<file path="src/rtl/id_stage_fwd_pkg.sv">
// id_stage_fwd_pkg: shared decode constants, select encodings and the ID->EX bundle.
package id_stage_fwd_pkg;
    localparam int FWD_WB = 2;
    localparam logic [5:0] OP_SPECIAL = 6'h00;
    localparam logic [5:0] OP_REGIMM  = 6'h01;
    localparam logic [5:0] OP_J       = 6'h02;
    localparam logic [5:0] OP_JAL     = 6'h03;
    localparam logic [5:0] OP_BEQ     = 6'h04;
    localparam logic [5:0] OP_BNE     = 6'h05;
    localparam logic [5:0] OP_BLEZ    = 6'h06;
    localparam logic [5:0] OP_BGTZ    = 6'h07;
    localparam logic [5:0] OP_ADDIU   = 6'h09;
    localparam logic [5:0] OP_ORI     = 6'h0d;
    localparam logic [5:0] OP_LUI     = 6'h0f;
    localparam logic [5:0] OP_LW      = 6'h23;
    localparam logic [5:0] OP_SW      = 6'h2b;
    localparam logic [5:0] F_JR       = 6'h08;
    localparam logic [5:0] F_JALR     = 6'h09;
    localparam logic [5:0] F_ADDU     = 6'h21;
    localparam logic [5:0] F_SUBU     = 6'h23;
    localparam logic [5:0] F_AND      = 6'h24;
    localparam logic [5:0] F_OR       = 6'h25;
    localparam logic [5:0] F_SLT      = 6'h2a;
    localparam logic [4:0] RI_BLTZ    = 5'b00000;
    localparam logic [4:0] RI_BGEZ    = 5'b00001;
    localparam logic [4:0] RI_BLTZAL  = 5'b10000;
    localparam logic [4:0] RI_BGEZAL  = 5'b10001;
    localparam int ALU_ADD = 0, ALU_SUB = 1, ALU_SLT = 2, ALU_SLTU = 3, ALU_AND = 4, ALU_NOR = 5;
    localparam int ALU_OR = 6, ALU_XOR = 7, ALU_SLL = 8, ALU_SRL = 9, ALU_SRA = 10, ALU_LUI = 11;
    localparam logic [2:0] S1_RS   = 3'b001;
    localparam logic [2:0] S1_PC   = 3'b010;
    localparam logic [2:0] S1_SA   = 3'b100;
    localparam logic [3:0] S2_RT   = 4'b0001;
    localparam logic [3:0] S2_SEXT = 4'b0010;
    localparam logic [3:0] S2_ZEXT = 4'b0100;
    localparam logic [3:0] S2_C8   = 4'b1000;
    typedef struct packed {
        logic [31:0] pc;
        logic [31:0] inst;
        logic [11:0] alu_op;
        logic [2:0]  src1_sel;
        logic [3:0]  src2_sel;
        logic        mem_en;
        logic [3:0]  mem_wen;
        logic        rf_we;
        logic [4:0]  rf_waddr;
        logic        mem_to_rf;
        logic [31:0] opnd1;
        logic [31:0] opnd2;
    } id_ex_t;
    localparam int ID_EX_WD = $bits(id_ex_t);
    function automatic logic [31:0] sext16(input logic [15:0] v);
        return {{16{v[15]}}, v};
    endfunction
endpackage

</file>
<file path="src/rtl/id_stage_fwd_if.sv">
// id_stage_fwd_if: IF/ID/EX handshake, regfile read and forwarding bus of the decode stage.
interface id_stage_fwd_if import id_stage_fwd_pkg::*; #(
    parameter int XLEN = 32,
    parameter int NFWD = 3
) ();
    logic                 flush;
    logic                 in_valid;
    logic                 in_ready;
    logic [XLEN-1:0]      in_pc;
    logic [31:0]          in_inst;
    logic [4:0]           rf_raddr1;
    logic [4:0]           rf_raddr2;
    logic [XLEN-1:0]      rf_rdata1;
    logic [XLEN-1:0]      rf_rdata2;
    logic [NFWD-1:0]      fwd_we;
    logic [NFWD-1:0]      fwd_is_load;
    logic [NFWD*5-1:0]    fwd_waddr;
    logic [NFWD*XLEN-1:0] fwd_wdata;
    logic                 out_valid;
    logic                 out_ready;
    logic [ID_EX_WD-1:0]  out_bus;
    logic                 br_valid;
    logic [XLEN-1:0]      br_target;
    logic                 stall_req;
    modport master (
        output flush, in_valid, in_pc, in_inst, rf_rdata1, rf_rdata2,
               fwd_we, fwd_is_load, fwd_waddr, fwd_wdata, out_ready,
        input  in_ready, rf_raddr1, rf_raddr2, out_valid, out_bus, br_valid, br_target, stall_req
    );
    modport slave (
        input  flush, in_valid, in_pc, in_inst, rf_rdata1, rf_rdata2,
               fwd_we, fwd_is_load, fwd_waddr, fwd_wdata, out_ready,
        output in_ready, rf_raddr1, rf_raddr2, out_valid, out_bus, br_valid, br_target, stall_req
    );
endinterface

</file>
<file path="src/rtl/id_stage_fwd_fwd_mux.sv">
// id_fwd_mux: priority operand forwarding (lowest index wins) with a pending-load hit flag.
module id_fwd_mux import id_stage_fwd_pkg::*; #(
    parameter int XLEN = 32,
    parameter int NFWD = 3
) (
    input  logic [4:0]           addr,
    input  logic [XLEN-1:0]      rf_data,
    input  logic [NFWD-1:0]      fwd_we,
    input  logic [NFWD-1:0]      fwd_is_load,
    input  logic [NFWD*5-1:0]    fwd_waddr,
    input  logic [NFWD*XLEN-1:0] fwd_wdata,
    output logic [XLEN-1:0]      data,
    output logic                 load_hit
);
    // Walk from lowest to highest priority so the last match written wins.
    always_comb begin
        data = rf_data;
        load_hit = 1'b0;
        for (int i = NFWD - 1; i >= 0; i--) begin
            if (fwd_we[i] && fwd_waddr[i*5 +: 5] == addr) begin
                data = fwd_wdata[i*XLEN +: XLEN];
                load_hit = fwd_is_load[i] && (i < FWD_WB);
            end
        end
        if (addr == 5'd0) begin
            data = '0;
            load_hit = 1'b0;
        end
    end
endmodule

</file>
<file path="src/rtl/id_stage_fwd.sv">
// id_stage_fwd: MIPS-subset decode stage with forwarding, load-use interlock and branch resolution.
module id_stage_fwd import id_stage_fwd_pkg::*; #(
    parameter int XLEN = 32,
    parameter int NFWD = 3
) (
    input logic          clk,
    input logic          rst_n,
    id_stage_fwd_if.slave bus
);
    logic            valid;
    logic [XLEN-1:0] pc;
    logic [31:0]     inst;
    logic            fire, accept, hit1, hit2, stall;
    logic [XLEN-1:0] opnd1, opnd2, pc4;
    logic [11:0]     alu;
    id_ex_t          ob;

    wire [5:0] op    = inst[31:26];
    wire [5:0] funct = inst[5:0];
    wire [4:0] rs    = inst[25:21];
    wire [4:0] rt    = inst[20:16];
    wire [4:0] rd    = inst[15:11];

    wire is_sp    = op == OP_SPECIAL;
    wire is_ri    = op == OP_REGIMM;
    wire d_addu   = is_sp && funct == F_ADDU;
    wire d_subu   = is_sp && funct == F_SUBU;
    wire d_and    = is_sp && funct == F_AND;
    wire d_or     = is_sp && funct == F_OR;
    wire d_slt    = is_sp && funct == F_SLT;
    wire d_jr     = is_sp && funct == F_JR;
    wire d_jalr   = is_sp && funct == F_JALR;
    wire d_addiu  = op == OP_ADDIU;
    wire d_ori    = op == OP_ORI;
    wire d_lui    = op == OP_LUI;
    wire d_lw     = op == OP_LW;
    wire d_sw     = op == OP_SW;
    wire d_beq    = op == OP_BEQ;
    wire d_bne    = op == OP_BNE;
    wire d_blez   = op == OP_BLEZ;
    wire d_bgtz   = op == OP_BGTZ;
    wire d_j      = op == OP_J;
    wire d_jal    = op == OP_JAL;
    wire d_bltz   = is_ri && rt == RI_BLTZ;
    wire d_bgez   = is_ri && rt == RI_BGEZ;
    wire d_bltzal = is_ri && rt == RI_BLTZAL;
    wire d_bgezal = is_ri && rt == RI_BGEZAL;

    wire link    = d_jal || d_jalr || d_bltzal || d_bgezal;
    wire rt_dest = d_addiu || d_ori || d_lui || d_lw;
    wire rd_dest = d_addu || d_subu || d_and || d_or || d_slt || d_jalr;
    wire r31     = d_jal || d_bltzal || d_bgezal;
    wire [4:0] waddr = r31 ? 5'd31 : rd_dest ? rd : rt;

    wire neg  = opnd1[XLEN-1];
    wire zero = opnd1 == '0;
    wire eq   = opnd1 == opnd2;
    wire taken = (d_beq && eq) || (d_bne && !eq) || ((d_bgez || d_bgezal) && !neg)
              || (d_bgtz && !neg && !zero) || (d_blez && (neg || zero))
              || ((d_bltz || d_bltzal) && neg) || d_j || d_jal || d_jr || d_jalr;

    id_fwd_mux #(.XLEN(XLEN), .NFWD(NFWD)) u_fwd1 (
        .addr(rs), .rf_data(bus.rf_rdata1), .fwd_we(bus.fwd_we), .fwd_is_load(bus.fwd_is_load),
        .fwd_waddr(bus.fwd_waddr), .fwd_wdata(bus.fwd_wdata), .data(opnd1), .load_hit(hit1)
    );
    id_fwd_mux #(.XLEN(XLEN), .NFWD(NFWD)) u_fwd2 (
        .addr(rt), .rf_data(bus.rf_rdata2), .fwd_we(bus.fwd_we), .fwd_is_load(bus.fwd_is_load),
        .fwd_waddr(bus.fwd_waddr), .fwd_wdata(bus.fwd_wdata), .data(opnd2), .load_hit(hit2)
    );

    assign stall  = valid && (hit1 || hit2);
    assign fire   = bus.out_valid && bus.out_ready;
    assign accept = bus.in_valid && bus.in_ready;
    assign pc4    = pc + 32'd4;

    assign bus.stall_req = stall;
    assign bus.out_valid = valid && !stall && !bus.flush;
    assign bus.in_ready  = !bus.flush && (!valid || fire);
    assign bus.rf_raddr1 = rs;
    assign bus.rf_raddr2 = rt;
    assign bus.br_valid  = fire && taken;
    assign bus.br_target = (d_jr || d_jalr) ? opnd1
                         : (d_j || d_jal) ? {pc4[31:28], inst[25:0], 2'b00}
                         : pc4 + (sext16(inst[15:0]) << 2);

    always_comb begin
        alu = '0;
        alu[ALU_ADD] = d_addiu || d_addu || d_lw || d_sw || link;
        alu[ALU_SUB] = d_subu;
        alu[ALU_SLT] = d_slt;
        alu[ALU_AND] = d_and;
        alu[ALU_OR]  = d_or || d_ori;
        alu[ALU_LUI] = d_lui;
    end

    always_comb begin
        ob.pc        = pc;
        ob.inst      = inst;
        ob.alu_op    = alu;
        ob.src1_sel  = link ? S1_PC : S1_RS;
        ob.src2_sel  = link ? S2_C8 : (d_addiu || d_lw || d_sw) ? S2_SEXT : (d_ori || d_lui) ? S2_ZEXT : S2_RT;
        ob.mem_en    = d_lw || d_sw;
        ob.mem_wen   = d_sw ? 4'hf : 4'h0;
        ob.rf_we     = (rt_dest || rd_dest || r31) && waddr != 5'd0;
        ob.rf_waddr  = waddr;
        ob.mem_to_rf = d_lw;
        ob.opnd1     = opnd1;
        ob.opnd2     = opnd2;
    end
    assign bus.out_bus = ob;

    // flush wins over both a new accept and a concurrent fire.
    always_ff @(posedge clk or negedge rst_n) begin
        if (!rst_n) begin
            valid <= 1'b0;
            pc    <= '0;
            inst  <= '0;
        end else if (bus.flush) begin
            valid <= 1'b0;
        end else if (accept) begin
            valid <= 1'b1;
            pc    <= bus.in_pc;
            inst  <= bus.in_inst;
        end else if (fire) begin
            valid <= 1'b0;
        end
    end
endmodule

</file>
<file path="src/flat_wrapper.sv">
// flat-port wrapper written by rule: the top's interface ports become plain ports
module id_stage_fwd_flat import id_stage_fwd_pkg::*;
#(
    parameter int XLEN = 32,
    parameter int NFWD = 3
)
  (clk, rst_n, bus_flush, bus_in_valid, bus_in_pc, bus_in_inst, bus_rf_rdata1, bus_rf_rdata2, bus_fwd_we, bus_fwd_is_load, bus_fwd_waddr, bus_fwd_wdata, bus_out_ready, bus_in_ready, bus_rf_raddr1, bus_rf_raddr2, bus_out_valid, bus_out_bus, bus_br_valid, bus_br_target, bus_stall_req);
  id_stage_fwd_if #(.XLEN(XLEN), .NFWD(NFWD)) bus_i ();
  input logic clk;
  input logic rst_n;
  input wire logic [$bits(bus_i.flush)-1:0] bus_flush;
  input wire logic [$bits(bus_i.in_valid)-1:0] bus_in_valid;
  input wire logic [$bits(bus_i.in_pc)-1:0] bus_in_pc;
  input wire logic [$bits(bus_i.in_inst)-1:0] bus_in_inst;
  input wire logic [$bits(bus_i.rf_rdata1)-1:0] bus_rf_rdata1;
  input wire logic [$bits(bus_i.rf_rdata2)-1:0] bus_rf_rdata2;
  input wire logic [$bits(bus_i.fwd_we)-1:0] bus_fwd_we;
  input wire logic [$bits(bus_i.fwd_is_load)-1:0] bus_fwd_is_load;
  input wire logic [$bits(bus_i.fwd_waddr)-1:0] bus_fwd_waddr;
  input wire logic [$bits(bus_i.fwd_wdata)-1:0] bus_fwd_wdata;
  input wire logic [$bits(bus_i.out_ready)-1:0] bus_out_ready;
  output wire logic [$bits(bus_i.in_ready)-1:0] bus_in_ready;
  output wire logic [$bits(bus_i.rf_raddr1)-1:0] bus_rf_raddr1;
  output wire logic [$bits(bus_i.rf_raddr2)-1:0] bus_rf_raddr2;
  output wire logic [$bits(bus_i.out_valid)-1:0] bus_out_valid;
  output wire logic [$bits(bus_i.out_bus)-1:0] bus_out_bus;
  output wire logic [$bits(bus_i.br_valid)-1:0] bus_br_valid;
  output wire logic [$bits(bus_i.br_target)-1:0] bus_br_target;
  output wire logic [$bits(bus_i.stall_req)-1:0] bus_stall_req;
  assign bus_i.flush = bus_flush;
  assign bus_i.in_valid = bus_in_valid;
  assign bus_i.in_pc = bus_in_pc;
  assign bus_i.in_inst = bus_in_inst;
  assign bus_i.rf_rdata1 = bus_rf_rdata1;
  assign bus_i.rf_rdata2 = bus_rf_rdata2;
  assign bus_i.fwd_we = bus_fwd_we;
  assign bus_i.fwd_is_load = bus_fwd_is_load;
  assign bus_i.fwd_waddr = bus_fwd_waddr;
  assign bus_i.fwd_wdata = bus_fwd_wdata;
  assign bus_i.out_ready = bus_out_ready;
  assign bus_in_ready = bus_i.in_ready;
  assign bus_rf_raddr1 = bus_i.rf_raddr1;
  assign bus_rf_raddr2 = bus_i.rf_raddr2;
  assign bus_out_valid = bus_i.out_valid;
  assign bus_out_bus = bus_i.out_bus;
  assign bus_br_valid = bus_i.br_valid;
  assign bus_br_target = bus_i.br_target;
  assign bus_stall_req = bus_i.stall_req;
  id_stage_fwd #(.XLEN(XLEN), .NFWD(NFWD)) u_core (.clk(clk), .rst_n(rst_n), .bus(bus_i));
endmodule
</file>
<file path="config.mk">
export PLATFORM = sky130hd
export DESIGN_NAME = id_stage_fwd_flat
export DESIGN_NICKNAME = d
export VERILOG_FILES = /design/src/rtl/id_stage_fwd_pkg.sv /design/src/rtl/id_stage_fwd_if.sv /design/src/rtl/id_stage_fwd_fwd_mux.sv /design/src/rtl/id_stage_fwd.sv /design/src/flat_wrapper.sv
export SDC_FILE = /design/constraint.sdc
export NUM_CORES = 1
export LEC_CHECK = 0
export CORE_AREA = 2 2 177 179
export DETAILED_ROUTE_END_ITERATION = 7
export DIE_AREA = 0 0 179 181
export PLACE_DENSITY_LB_ADDON = 0.3
export SYNTH_ARGS = -nofsm -noshare
export SYNTH_HDL_FRONTEND = slang
export SYNTH_SLANG_ARGS = --single-unit
export TNS_END_PERCENT = 30
</file>
<file path="constraint.sdc">
create_clock -name clk -period 3.85 [get_ports clk]
set_input_delay 0.5775 -clock clk [delete_from_list [all_inputs] [get_ports clk]]
set_output_delay 0.5775 -clock clk [all_outputs]
set_load 0.01 [all_outputs]
</file>
==> Yosys cells after proc, flatten, opt, wreduce, memory -nomap -nowiden <==
Index checks and enable logic that the tools add are counted.
{ "classes": {"addsub": 2, "n_eq_ne": 29, "muxes": 26, "bitwise": 1, "reduce_logical": 85} }
{ "ops": {"columns": ["op", "n"], "rows": [
  ["two-way mux 32 bit", 10],
  ["== test 6 bit, second input constant", 7],
  ["logical OR 1 bit", 40],
  ["adder 32 x 3 -> 32 bit, second input constant", 1],
  ["adder 32 bit", 1],
  ["== test 32 bit", 1],
  ["logical AND 1 bit", 32],
  ["zero test 32 bit", 1],
  ["== test 5 bit", 6],
  ["== test 6 x 4 -> 1 bit, second input constant", 5],
  ["== test 6 x 3 -> 1 bit, second input constant", 4],
  ["== test 6 x 2 -> 1 bit, second input constant", 2],
  ["two-way mux 4 bit", 3],
  ["== test 5 bit, second input constant", 2],
  ["zero test 5 bit", 2],
  ["two-way mux 5 bit", 2],
  ["two-way mux 1 bit", 9],
  ["== test 6 x 1 -> 1 bit, second input constant", 1],
  ["zero test 1 bit", 6],
  ["zero test 6 bit", 1],
  ["== test 5 x 1 -> 1 bit, second input constant", 1],
  ["nonzero test 5 bit", 1],
  ["two-way mux 3 bit", 1],
  ["nonzero test 3 bit", 1],
  ["other kinds (3)", 3]
]} }
{ "word_totals": {"regBits": 65, "inputBits": 250, "out_inout_bits": 205} }

==> Logic depth before layout (Yosys ltp) <==
Gate-level depths: netlist (run 1).
{ "logic_depth": {"depth_word": 19, "mapped_depth": 21} }

==> By module <==
From an unflattened synthesis (run 1), not the netlist that was laid out.
{ "hier_totals": {"cells_unflattened": 1095, "hier_area_um2": 9100.0} }
{ "modules_own_cells": {"columns": ["module", "instances", "cells_per_inst", "area_each_um2", "seq_area_each_um2"], "rows": [
  ["id_stage_fwd", 1, 731, 6279.8, 1626.6],
  ["id_fwd_mux", 2, 182, 1410.1, 0.0]
]} }

==> Least setup slack after synthesis (run 1) <==
Ideal clock, no wire load.
{ "synth_path": {"path_kind": "register to output", "startpoint": "register u_core.pc[2]", "endpoint": "output bus_br_target[28]", "arrival_ps": 3668, "t_required_ps": 3273, "path_slack_ps": -396, "path_stages_with_launch": 20, "path_buffers": 1, "cell_sequence": "dfrtp_1 -> ha_1 -> nand3_1 -> nor2_1 -> nand4_1 -> or3_1 -> clkbuf_1 -> xnor2_1 -> ha_1 -> inv_1 -> o21bai_1 -> a21o_1 -> a21o_1 -> a21oi_1 -> o21ai_0 -> o311ai_0 -> nand2b_1 -> xnor2_1 -> nor3_1 -> a221o_1"} }
{ "synth_via": {"elab_chain_len": 4} }
{ "synth_rtl": {"columns": ["item", "line", "text"], "rows": [
  ["start: declaration", "id_stage_fwd.sv:11", "logic [XLEN-1:0] pc;"],
  ["start signal: assignment", "id_stage_fwd.sv:122", "pc <= bus.in_pc;"],
  ["adder 32 x 3 -> 32 bit *", "id_stage_fwd.sv:74", "assign pc4 = pc + 32'd4;"],
  ["adder 32 bit", "id_stage_fwd.sv:84", ": pc4 + (sext16(inst[15:0]) << 2);"],
  ["two-way mux 32 bit *", "id_stage_fwd.sv:83", ": (d_j || d_jal) ? {pc4[31:28], inst[25:0], 2'b00}"],
  ["two-way mux 32 bit *", "id_stage_fwd.sv:82", "assign bus.br_target = (d_jr || d_jalr) ? opnd1"],
  ["end: declaration", "flat_wrapper.sv:28", "output wire logic [$bits(bus_i.br_target)-1:0] bus_br_target;"]
]} }
Mark *: on every way between the ends. The rest lies on a longest branch, timed or not.

==> Final worst setup path (run 1) <==
{ "layout_path": {"startpoint": "input bus_fwd_waddr[14]", "endpoint": "output bus_br_valid"} }
{ "layout_via": {"elab_chain_len": 19, "word_cells_on_any_way": 35, "classes_between": "eq/ne (3); mux (8); reduce/logical (24)"} }
{ "layout_rtl": {"columns": ["item", "line", "text"], "rows": [
  ["start: declaration", "flat_wrapper.sv:19", "input wire logic [$bits(bus_i.fwd_waddr)-1:0] bus_fwd_waddr;"],
  ["== test 5 bit", "id_stage_fwd_fwd_mux.sv:20", "if (fwd_we[i] && fwd_waddr[i*5 +: 5] == addr) begin"],
  ["logical AND 1 bit", "id_stage_fwd_fwd_mux.sv:20", null],
  ["two-way mux 32 bit (3 in a row)", "id_stage_fwd_fwd_mux.sv:20", null],
  ["two-way mux 32 bit", "id_stage_fwd_fwd_mux.sv:25", "if (addr == 5'd0) begin"],
  ["== test 32 bit", "id_stage_fwd.sv:57", "wire eq = opnd1 == opnd2;"],
  ["zero test 1 bit", "id_stage_fwd.sv:58", "wire taken = (d_beq && eq) || (d_bne && !eq) || ((d_bgez || d_bgezal) && !neg)"],
  ["logical AND 1 bit", "id_stage_fwd.sv:58", null],
  ["logical OR 1 bit (2 in a row)", "id_stage_fwd.sv:58", null],
  ["logical OR 1 bit (2 in a row)", "id_stage_fwd.sv:59", "|| (d_bgtz && !neg && !zero) || (d_blez && (neg || zero))"],
  ["logical OR 1 bit * (5 in a row)", "id_stage_fwd.sv:60", "|| ((d_bltz || d_bltzal) && neg) || d_j || d_jal || d_jr || d_jalr;"],
  ["logical AND 1 bit *", "id_stage_fwd.sv:81", "assign bus.br_valid = fire && taken;"],
  ["end: declaration", "flat_wrapper.sv:27", "output wire logic [$bits(bus_i.br_valid)-1:0] bus_br_valid;"]
]} }
Marked as above.

==> impl_metrics.yaml, run 1 <==
layout:
  nets: 2114
  regArea_um2: 1627
  final_common_cell: "clkdlybuf4s50_1"
  multiInputGateArea_um2: 7761
  final_area_um2: 17800
  fillers: 2726
  layout-drive-gt1-share_pct: 35.64
  final_cell_count_no_fill: 2243
  area_growth_syn_to_layout_pct: 103.5
  layout_common_cells: "clkdlybuf4s50_1 (389), buf_4 (306), nor2_1 (91), nand2_1 (85)"
floorplanning:
  die_h_um: 181
  dieArea_um2: 32400
  core_um2: 30350
  die_width_um: 179
  io_pins: 455
  num_rows: 64
  start_util_pct: 28.82
synth:
  post_synth.cell_area_avg_um2: 7.712
  synthArstFlopShare_pct: 100.0
  synthesis.yosys.warnings: 0
  synth_ff_type: "dfrtp_1"
  synth_seq_cells: 65
  syn_inst: 1134
  synth_edf_count: 0
  seq_area_frac_synth_pct: 18.60
  synth_area_um2: 8746
  synth_cell_types: 67
job:
  cap_violations: 0
global_routing:
  grt_max_degree: 66
  grt_use_total_pct: 30.49
  grt_pass1_wl_mm: 74.36
  antenna_found_initial: 9
  grt_pass1_vias: 12058
  grt_overflow_total: 0
clock_network:
  cts.clk_slew.worst_paths_ns: 0.06
  clock_latency_ns: 0.35
  cts_tree: "done"
  htree_levels: 3
  hold_buffers: 0
  cts-root-buf: "clkbuf_16"
  cts_buffers: 9
  cts.sinks: 65
  clockBufferDepth: 2
setup_path:
  crit_path_end_kind: "primary output"
  r2r_slack_ns: 0.58
  critPathArrivalTime_ns: 4.20
  crit_buf_inv: 5
  slowest_stage: "or4_4"
  r2r_start: "u_core.inst[17]"
  crit_start: "bus_fwd_waddr[14]"
  crit_type: "input port to primary output"
  worstSetupStartpointType: "input port"
  rr_worst_depth: 16
  crit_path_frequent_cell: "buf_4"
  max_stage_delay_ns: 0.45
  required_ns: 3.27
  cp_top_family: "simple AND/OR/NAND/NOR gates"
  critPathMaxFanout: 17
  crit_path_cell_trace: "clkdlybuf4s50_1 -> buf_4 -> xnor2_2 -> and4_4 -> nand3_4 -> buf_12 -> buf_4 -> a221oi_4 -> a2bb2oi_2 -> xor2_1 -> nor4_2 -> nand4_1 -> or4_4 -> mux2i_1 -> a21oi_1 -> buf_2"
  r2r-end: "u_core.pc[19]"
routing:
  drc: 0
  totalWireLength_mm: 52.37
  num_vias: 12005
  avgViaCountPerCell: 5.352
  wire_per_inst_um: 23.35
  antenna_left: 0
  first_iter_violations: 891
  drt_pre_antenna_iters: 5
power_and_ir_drop:
  p_leak_nw: 7.738
  power.density_nw_per_um2: 448.3
  peakVddDrop_mv: 0.3790
timing:
  fin_skew_ns: 0.007409
  setup_tns_ns: -12.38
  hold_viol: 0
  final_max_slew_viol_count: 0
  min_period_ns: 4.779
  setup_ws_ns: -0.9294
  rsz0062_at_grt: "yes"
  max_slew_margin_pct: 40.93
  fmax_mhz: 209.2
  final-setup-viol-count: 32
  worst_pin_slew_ns: 0.8861
  period_share_pct: 124.1
placed_design:
  dpl.cell_count: 2181
  io_buffers: 446
  dp_hpwl_mm: 40.26
  dpl_cell_area_um2: 15680
  place_congestion: 0.9425
worst_hold_path:
  hp-class: "input port to asynchronous set/reset pin"
status:
  outcome: "finished with violations"
  violations: "negative setup slack"
-- cells by family after synthesis --
kind of cell | share of synthesized area (%)
compound gates | 27.08
simple gates | 18.68
other cells | 0.04288
fa+ha+maj | 4.521
buf+inv | 9.814
xor+xnor | 11.76
flops | 18.60
mux | 9.499
-- worst reg2reg max path: cells and delay by family (launching register included) --
kind | cells | cell delay [ns]
AO/OA/AOI/OAI | 3 | 0.44
AND/OR/NAND/NOR | 6 | 0.87
multiplexers | 1 | 0.36
flip-flops | 1 | 0.42
buffers and inverters | 5 | 0.90
XOR/XNOR | 1 | 0.17
-- layer usage --
| layer | wire length, µm | track usage, % | vias up | share of wire (%) |
|---|---|---|---|---|
| li1 | - | - | 5520 | - |
| met3 | 3953 | 5.682 | 116 | 7.5 |
| met2 | 25390 | 51.85 | 588 | 48 |
| met4 | 2301 | 13.40 | 0 | 4.4 |
| met5 | 0 | 0 | - | 0 |
| met1 | 20730 | 37.14 | 5781 | 40 |
-- flip-flops by register name, indices dropped and copies added, names as in the netlist --
name,count
u_core.pc,32
u_core.valid,1
u_core.inst,32
-- area by class of cell --
| class | count | area share (%) |
|---|---|---|
| multi-input cells | 900 | 43.61 |
| repair buffers | 791 | 41.08 |
| well taps | 396 | 2.784 |
| clock inverters | 4 | 0.4219 |
| diodes | 9 | 0.1266 |
| clock buffers | 12 | 1.441 |
| flip-flops and latches | 65 | 9.140 |
| inverters | 66 | 1.392 |
-- cell usage after synthesis, types with 4 or more instances --
library cell  number  share of area [%]
mux2i_1           11                1.3
nor2b_1            4               0.29
a21o_1            12                1.0
o21bai_1           4               0.34
or2_2              4               0.29
nand2_1           87                3.7
nor2_1           102                4.4
buf_4             30                2.6
mux2_1            40                5.2
o21ai_1           11               0.63
o21a_1             5               0.43
buf_1              4               0.17
and3_1            10               0.72
xnor2_2            4               0.74
a31oi_1            6               0.43
nand2b_1          14                1.0
nor3_1            22                1.3
or3_1              5               0.36
inv_1             66                2.8
clkbuf_1          38                1.6
o21ai_0           79                4.5
buf_6              6               0.77
a2bb2oi_1         52                5.2
nand3_1           23                1.3
nand3b_1           4               0.34
a221oi_1          59                5.9
and2_1             9               0.64
ha_1              30                4.3
mux2_2            24                3.1
buf_2             32                1.8
xor2_1            53                5.3
a22oi_1            5               0.43
xnor2_1           57                5.7
a211oi_1          24                2.1
nand4_1           15                1.1
a21oi_1           57                3.3
nor4_1            12               0.86
dfrtp_1           65                 19
-- per-stage QoR --
stage	power [W]	hold WS, ns	utilization, %	setup WS (ns)
6_report	0.007978	0.3537	58.64	-0.9294
5_1_grt	0.008415	0.4251	58.63	-1.068
4_1_cts	0.007558	0.3828	55.81	-0.8383
3_5_place_dp	0.006308	0.5231	51.65	-1.475
3_3_place_gp	0.006285	0.5244	51.65	-1.419
2_1_floorplan	0.003330	0.2819	-	-0.2552
-- how the worst max path moves through the flow --
stage	to	slack, ns	depth (start not counted)
after floorplan	bus_br_valid	-0.26	13
after global placement	bus_br_valid	-1.42	15
after detailed placement	bus_br_valid	-1.47	17
after CTS	bus_br_target[28]	-0.84	19
after global routing	bus_br_valid	-1.07	14
final	bus_br_valid	-0.93	16
-- power breakdown --
part / internal [W] / leakage, nW / switching [W]
clock: 0.000603 / 0.155 / 0.000339
combinational: 0.00315 / 6.82 / 0.00292
sequential: 0.000812 / 0.765 / 0.000150
total: 0.00457 / 7.74 / 0.00341
-- timing repair --
action	4_1_cts	5_1_grt
setup endpoints to repair	79	84
pin swaps	89	101
resized for setup	284	150
gates cloned	1	1
endpoints found under the hold margin	0	0
setup buffers	25	22
Note: power is estimated with default switching activity, not from simulation.
==> run 2: changes to the inputs <==
==> constraint.sdc (replaced) <==
create_clock -name clk -period 3.85 [get_ports clk]
set_input_delay 0.9625 -clock clk [delete_from_list [all_inputs] [get_ports clk]]
set_output_delay 0.9625 -clock clk [all_outputs]
set_load 0.01 [all_outputs]
==> impl_metrics.yaml, run 2 (synthesis results as in run 1) <==
floorplanning:
  die_h_um: 181
  start_util_pct: 28.82
  num_rows: 64
  io_pins: 455
  die_width_um: 179
  core_um2: 30350
  dieArea_um2: 32400
global_routing:
  grt_pass1_vias: 13177
  grt_max_degree: 66
  grt_overflow_total: 0
  grt_pass1_wl_mm: 81.14
  antenna_found_initial: 1
  grt_use_total_pct: 33.09
placed_design:
  place_congestion: 0.9882
  dp_slack_ns: -2.477
  io_buffers: 446
  dp_hpwl_mm: 40.97
setup_path:
  required_ns: 2.89
  crit_path_cell_trace: "buf_8 -> xor2_4 -> nor4_4 -> nand3b_1 -> buf_6 -> buf_12 -> buf_4 -> a221oi_2 -> a2bb2oi_2 -> xor2_1 -> nor4_1 -> nand4_1 -> or4_4 -> mux2i_2 -> a21oi_2 -> buf_2"
  crit_path_end_kind: "primary output"
  critPathMaxFanout: 7
  r2r_slack_ns: 0.50
  crit_type: "input port to primary output"
  slowest_stage: "or4_4"
  worstSetupStartpointType: "input port"
  max_stage_delay_ns: 0.61
  critPathArrivalTime_ns: 4.36
clock_network:
  cts_buffers: 9
  htree_levels: 3
  cts.clk_slew.worst_paths_ns: 0.06
  clockBufferDepth: 2
  clock_latency_ns: 0.34
  cts.sinks: 65
  cts-root-buf: "clkbuf_16"
  cts_tree: "done"
  hold_buffers: 0
timing:
  fin_skew_ns: 0.009756
  worst_pin_slew_ns: 0.8542
  period_share_pct: 138.3
  setup_ws_ns: -1.476
  final-setup-viol-count: 84
  final_max_slew_viol_count: 0
  fmax_mhz: 187.7
  hold_slack_ns: 0.5424
  rsz0062_at_grt: "yes"
  hold_viol: 0
  min_period_ns: 5.326
  max_slew_margin_pct: 43.05
routing:
  drt_pre_antenna_iters: 8
  totalWireLength_mm: 56.52
  drc: 0
  antenna_left: 0
  first_iter_violations: 1088
  avgViaCountPerCell: 5.526
  num_vias: 12836
  wire_per_inst_um: 24.33
layout:
  fillers: 2512
  area_growth_syn_to_layout_pct: 120.1
  layout_common_cells: "buf_4 (355), clkdlybuf4s50_1 (353), nor2_1 (90), nand2_1 (79), dfrtp_1 (64)"
  reg_top3: "u_core.inst: 32 flops, u_core.pc: 32 flops, u_core.valid: 1 flops"
  final_common_cell: "buf_4"
  nets: 2202
  layout-drive-gt1-share_pct: 43.82
status:
  outcome: "finished with violations"
  violations: "negative setup slack"
power_and_ir_drop:
  p_leak_nw: 8.455
  power.density_nw_per_um2: 438.8
  peakVddDrop_mv: 0.2849
worst_hold_path:
  hp-class: "register to register"
job:
  cap_violations: 0
-- run 2: cell type report --
| cell class | instances | area (µm²) | area share (%) |
|---|---|---|---|
| Timing Repair Buffer | 880 | 8357 | 43.40 |
| Multi-Input combinational cell | 899 | 8175 | 42.46 |
| Sequential cell | 65 | 1628 | 8.455 |
| Tap cell | 396 | 495.5 | 2.573 |
| Inverter | 66 | 250.2 | 1.300 |
| Clock buffer | 10 | 229.0 | 1.189 |
| Clock inverter | 6 | 116.4 | 0.6044 |
| Antenna cell | 1 | 2.502 | 0.01300 |
-- run 2: report_power, final --
group	internal (W)	switching, W	total [W]
Sequential	0.000812	0.000152	0.000964
Clock	0.000637	0.000342	0.000979
Combinational	0.00332	0.00319	0.00651
Total	0.00477	0.00368	0.00845
-- run 2: path summary, 6_finish.rpt --
| path | start | end | cells after the start |
|---|---|---|---|
| max | bus_fwd_waddr[12] | bus_br_valid | 16 |
| min in group asynchronous | rst_n | u_core.pc[19] | 1 |
| max reg2reg | u_core.inst[17] | u_core.inst[10] | 17 |
| min reg2reg | u_core.pc[1] | u_core.pc[1] | 1 |
| min | u_core.pc[1] | u_core.pc[1] | 1 |
| max in group asynchronous | rst_n | u_core.pc[6] | 1 |
-- run 2: per-stage QoR --
step | instance area (µm²) | total power [W] | setup TNS, ns | std cells | util (%)
final | 19250 | 0.008449 | -33.27 | 2323 | 63.44
after global routing | 19250 | 0.008858 | -43.06 | 2322 | 63.43
after detailed placement | 16080 | 0.006430 | -99.66 | 2203 | 52.99
after global placement | 16080 | 0.006398 | -94.27 | 2203 | 52.99
after CTS | 18420 | 0.007997 | -37.85 | 2297 | 60.68
after floorplan | 8995 | 0.003376 | -6.338 | 1140 | -
-- run 2: routing by layer --
layer  GRT usage (%)  routed length, µm  up-vias
met3           6.503               4803      210
li1                -                  -     5684
met4           17.11               3435        0
met5               0                  0        -
met1           38.41              21000     6155
met2           57.06              27280      787
-- run 2: what timing repair did --
item,4_1_cts,5_1_grt
setup endpoints to repair,109,111
gates resized for setup,537,171
pin swaps,123,57
setup buffers,70,34
cloned,12,2
-- run 2: worst max-delay path, delay by kind of cell --
kind | cells | cell delay (ns)
multiplexers | 1 | 0.19
buffers and inverters | 5 | 0.76
XOR/XNOR | 2 | 0.25
AO/OA/AOI/OAI | 3 | 0.65
AND/OR/NAND/NOR | 5 | 1.55
==> run 3: changes to the inputs <==
--- a/config.mk
+++ b/config.mk
@@ -5,6 +5,7 @@
 export SDC_FILE = /design/constraint.sdc
 export NUM_CORES = 1
 export LEC_CHECK = 0
+export CAP_MARGIN = 40
 export CORE_AREA = 2 2 177 179
 export DETAILED_ROUTE_END_ITERATION = 7
 export DIE_AREA = 0 0 179 181
==> constraint.sdc (replaced) <==
create_clock -name clk -period 3.85 [get_ports clk]
set_input_delay 0.9625 -clock clk [delete_from_list [all_inputs] [get_ports clk]]
set_output_delay 0.9625 -clock clk [all_outputs]
set_load 0.02 [all_outputs]
==> impl_metrics.yaml, run 3 (synthesis results as in run 1) <==
worst_hold_path:
  hp-class: "register to register"
  hold_path.startpoint: "u_core.pc[0]"
  worst_hold_path.num_cells: 1
  hold_end: "u_core.pc[0]"
timing:
  hold_viol: 0
  final_max_slew_viol_count: 0
  period_share_pct: 137.6
  final-setup-viol-count: 84
  worst_pin_slew_ns: 0.7708
  min_period_ns: 5.297
  fmax_mhz: 188.8
  max_slew_margin_pct: 48.61
  rsz0062_at_grt: "yes"
  setup_tns_ns: -28.87
  setup_ws_ns: -1.447
  fin_skew_ns: 0.008453
floorplanning:
  core_um2: 30350
  die_h_um: 181
  num_rows: 64
  die_width_um: 179
  io_pins: 455
  dieArea_um2: 32400
  start_util_pct: 28.82
routing:
  num_vias: 12704
  antenna_left: 0
  avgViaCountPerCell: 5.397
  drc: 0
  totalWireLength_mm: 56.32
  drt_pre_antenna_iters: 6
  first_iter_violations: 936
  wire_per_inst_um: 23.93
power_and_ir_drop:
  p_leak_nw: 8.466
  swShare_pct: 44.91
  peakVddDrop_mv: 0.2993
  power.density_nw_per_um2: 466.3
  switching_power_w: 0.004036
  p_seq_share_pct: 10.6
  p_int_w: 0.004950
  power.share.clock_pct: 10.9
  pwr-share-comb_pct: 78.5
placed_design:
  dp_hpwl_mm: 41.95
  io_buffers: 446
  dp_slack_ns: -2.543
  place_congestion: 0.9759
global_routing:
  grt_pass1_vias: 12967
  grt_pass1_wl_mm: 80.57
  grt_overflow_total: 0
  antenna_found_initial: 4
  grt_max_degree: 45
  grt_use_total_pct: 33.20
clock_network:
  htree_levels: 3
  cts-root-buf: "clkbuf_16"
  cts_buffers: 9
  hold_buffers: 0
  cts.sinks: 65
  clockBufferDepth: 2
  clock_latency_ns: 0.34
  cts.clk_slew.worst_paths_ns: 0.06
  cts_tree: "done"
setup_path:
  slowest_stage: "or4_4"
  crit_path_cell_trace: "buf_6 -> xnor2_4 -> and4_4 -> nand3_4 -> buf_6 -> buf_4 -> buf_4 -> a221oi_4 -> a2bb2oi_4 -> inv_2 -> xnor2_2 -> buf_4 -> nand4_1 -> or4_4 -> mux2i_1 -> a21oi_2 -> buf_6"
  critPathArrivalTime_ns: 4.33
  worstSetupStartpointType: "input port"
  r2r_slack_ns: 0.49
  r2r-end: "u_core.inst[5]"
  crit_path_end_kind: "primary output"
  max_stage_delay_ns: 0.60
  critPathMaxFanout: 6
  rr_worst_depth: 15
  crit_type: "input port to primary output"
  cp_top_family: "simple AND/OR/NAND/NOR gates"
  r2r_start: "u_core.inst[19]"
  required_ns: 2.89
  crit_buf_inv: 7
layout:
  layout_common_cells: "buf_4 (406), clkdlybuf4s50_1 (326), nor2_1 (94), nand2_1 (82), buf_6 (78)"
  nets: 2230
  reg_top3: "u_core.inst: 32 flops, u_core.pc: 32 flops, u_core.valid: 1 flops"
  final_common_cell: "buf_4"
  layout-drive-gt1-share_pct: 45.96
  area_growth_syn_to_layout_pct: 120.3
job:
  cap_violations: 0
status:
  outcome: "finished with violations"
  violations: "negative setup slack"
[run 3: final cells by class]
cell class,count,area [µm²]
Fill cell,2564,11080
Timing Repair Buffer,907,8409
Multi-Input combinational cell,900,8127
Sequential cell,65,1638
Tap cell,396,495.5
Inverter,66,247.7
Clock buffer,10,229.0
Clock inverter,6,115.1
Antenna cell,4,10.01
[run 3: per-layer routing]
| metal | track usage, % | wire length [µm] | vias up |
|---|---|---|---|
| met5 | 0 | 0 | - |
| met4 | 17.30 | 3308 | 0 |
| met3 | 5.471 | 4358 | 163 |
| met2 | 56.43 | 27060 | 651 |
| met1 | 39.83 | 21600 | 6137 |
| li1 | - | - | 5753 |
[run 3: timing repair]
action,CTS,global route
buffers inserted,84,13
pin swaps,121,51
endpoints found under the setup margin,162,110
resized for setup,739,85
gates cloned,8,1
[run 3: through the flow]
stage	total power (W)	std cells	instance area (µm²)	utilization [%]	hold WS (ns)
after floorplan	0.003828	1140	9002	-	0.6061
after global placement	0.006910	2234	16280	53.65	0.5240
after detailed placement	0.006912	2234	16280	53.65	0.5321
after CTS	0.008632	2337	18790	61.92	0.5455
after global routing	0.009419	2354	19270	63.50	0.5720
final	0.008986	2354	19270	63.50	0.5404
[run 3: power by group through the flow]
stage | clock network (W) | logic (W) | registers (W)
3_3_place_gp | 0 | 0.00597 | 0.000941
4_1_cts | 0.000989 | 0.00670 | 0.000943
5_1_grt | 0.00101 | 0.00744 | 0.000965
6_report | 0.000980 | 0.00706 | 0.000949
2_1_floorplan | 0 | 0.00269 | 0.00113
3_5_place_dp | 0 | 0.00597 | 0.000946
[run 3: worst reg2reg max path, stage by stage, from the launching register on]
cell,delay (ns)
dfrtp_1,0.45
buf_4,0.17
xor2_1,0.17
nor4_4,0.32
and3_4,0.28
bufbuf_16,0.31
a31oi_1,0.11
o22ai_2,0.17
nor2_1,0.08
a21boi_1,0.19
nor2_1,0.09
buf_4,0.14
nand2_2,0.08
buf_12,0.16
buf_4,0.17
mux2_1,0.34
[run 3: worst max path at each step]
| stage | startpoint | endpoint | cells after the start |
|---|---|---|---|
| 3_3_place_gp | bus_fwd_waddr[12] | bus_br_valid | 14 |
| 2_1_floorplan | bus_fwd_waddr[12] | bus_br_valid | 13 |
| 4_1_cts | bus_fwd_waddr[11] | bus_br_valid | 15 |
| 5_1_grt | bus_fwd_waddr[11] | bus_br_valid | 16 |
| 6_report | bus_fwd_waddr[11] | bus_br_valid | 17 |
| 3_5_place_dp | bus_fwd_waddr[12] | bus_br_valid | 14 |
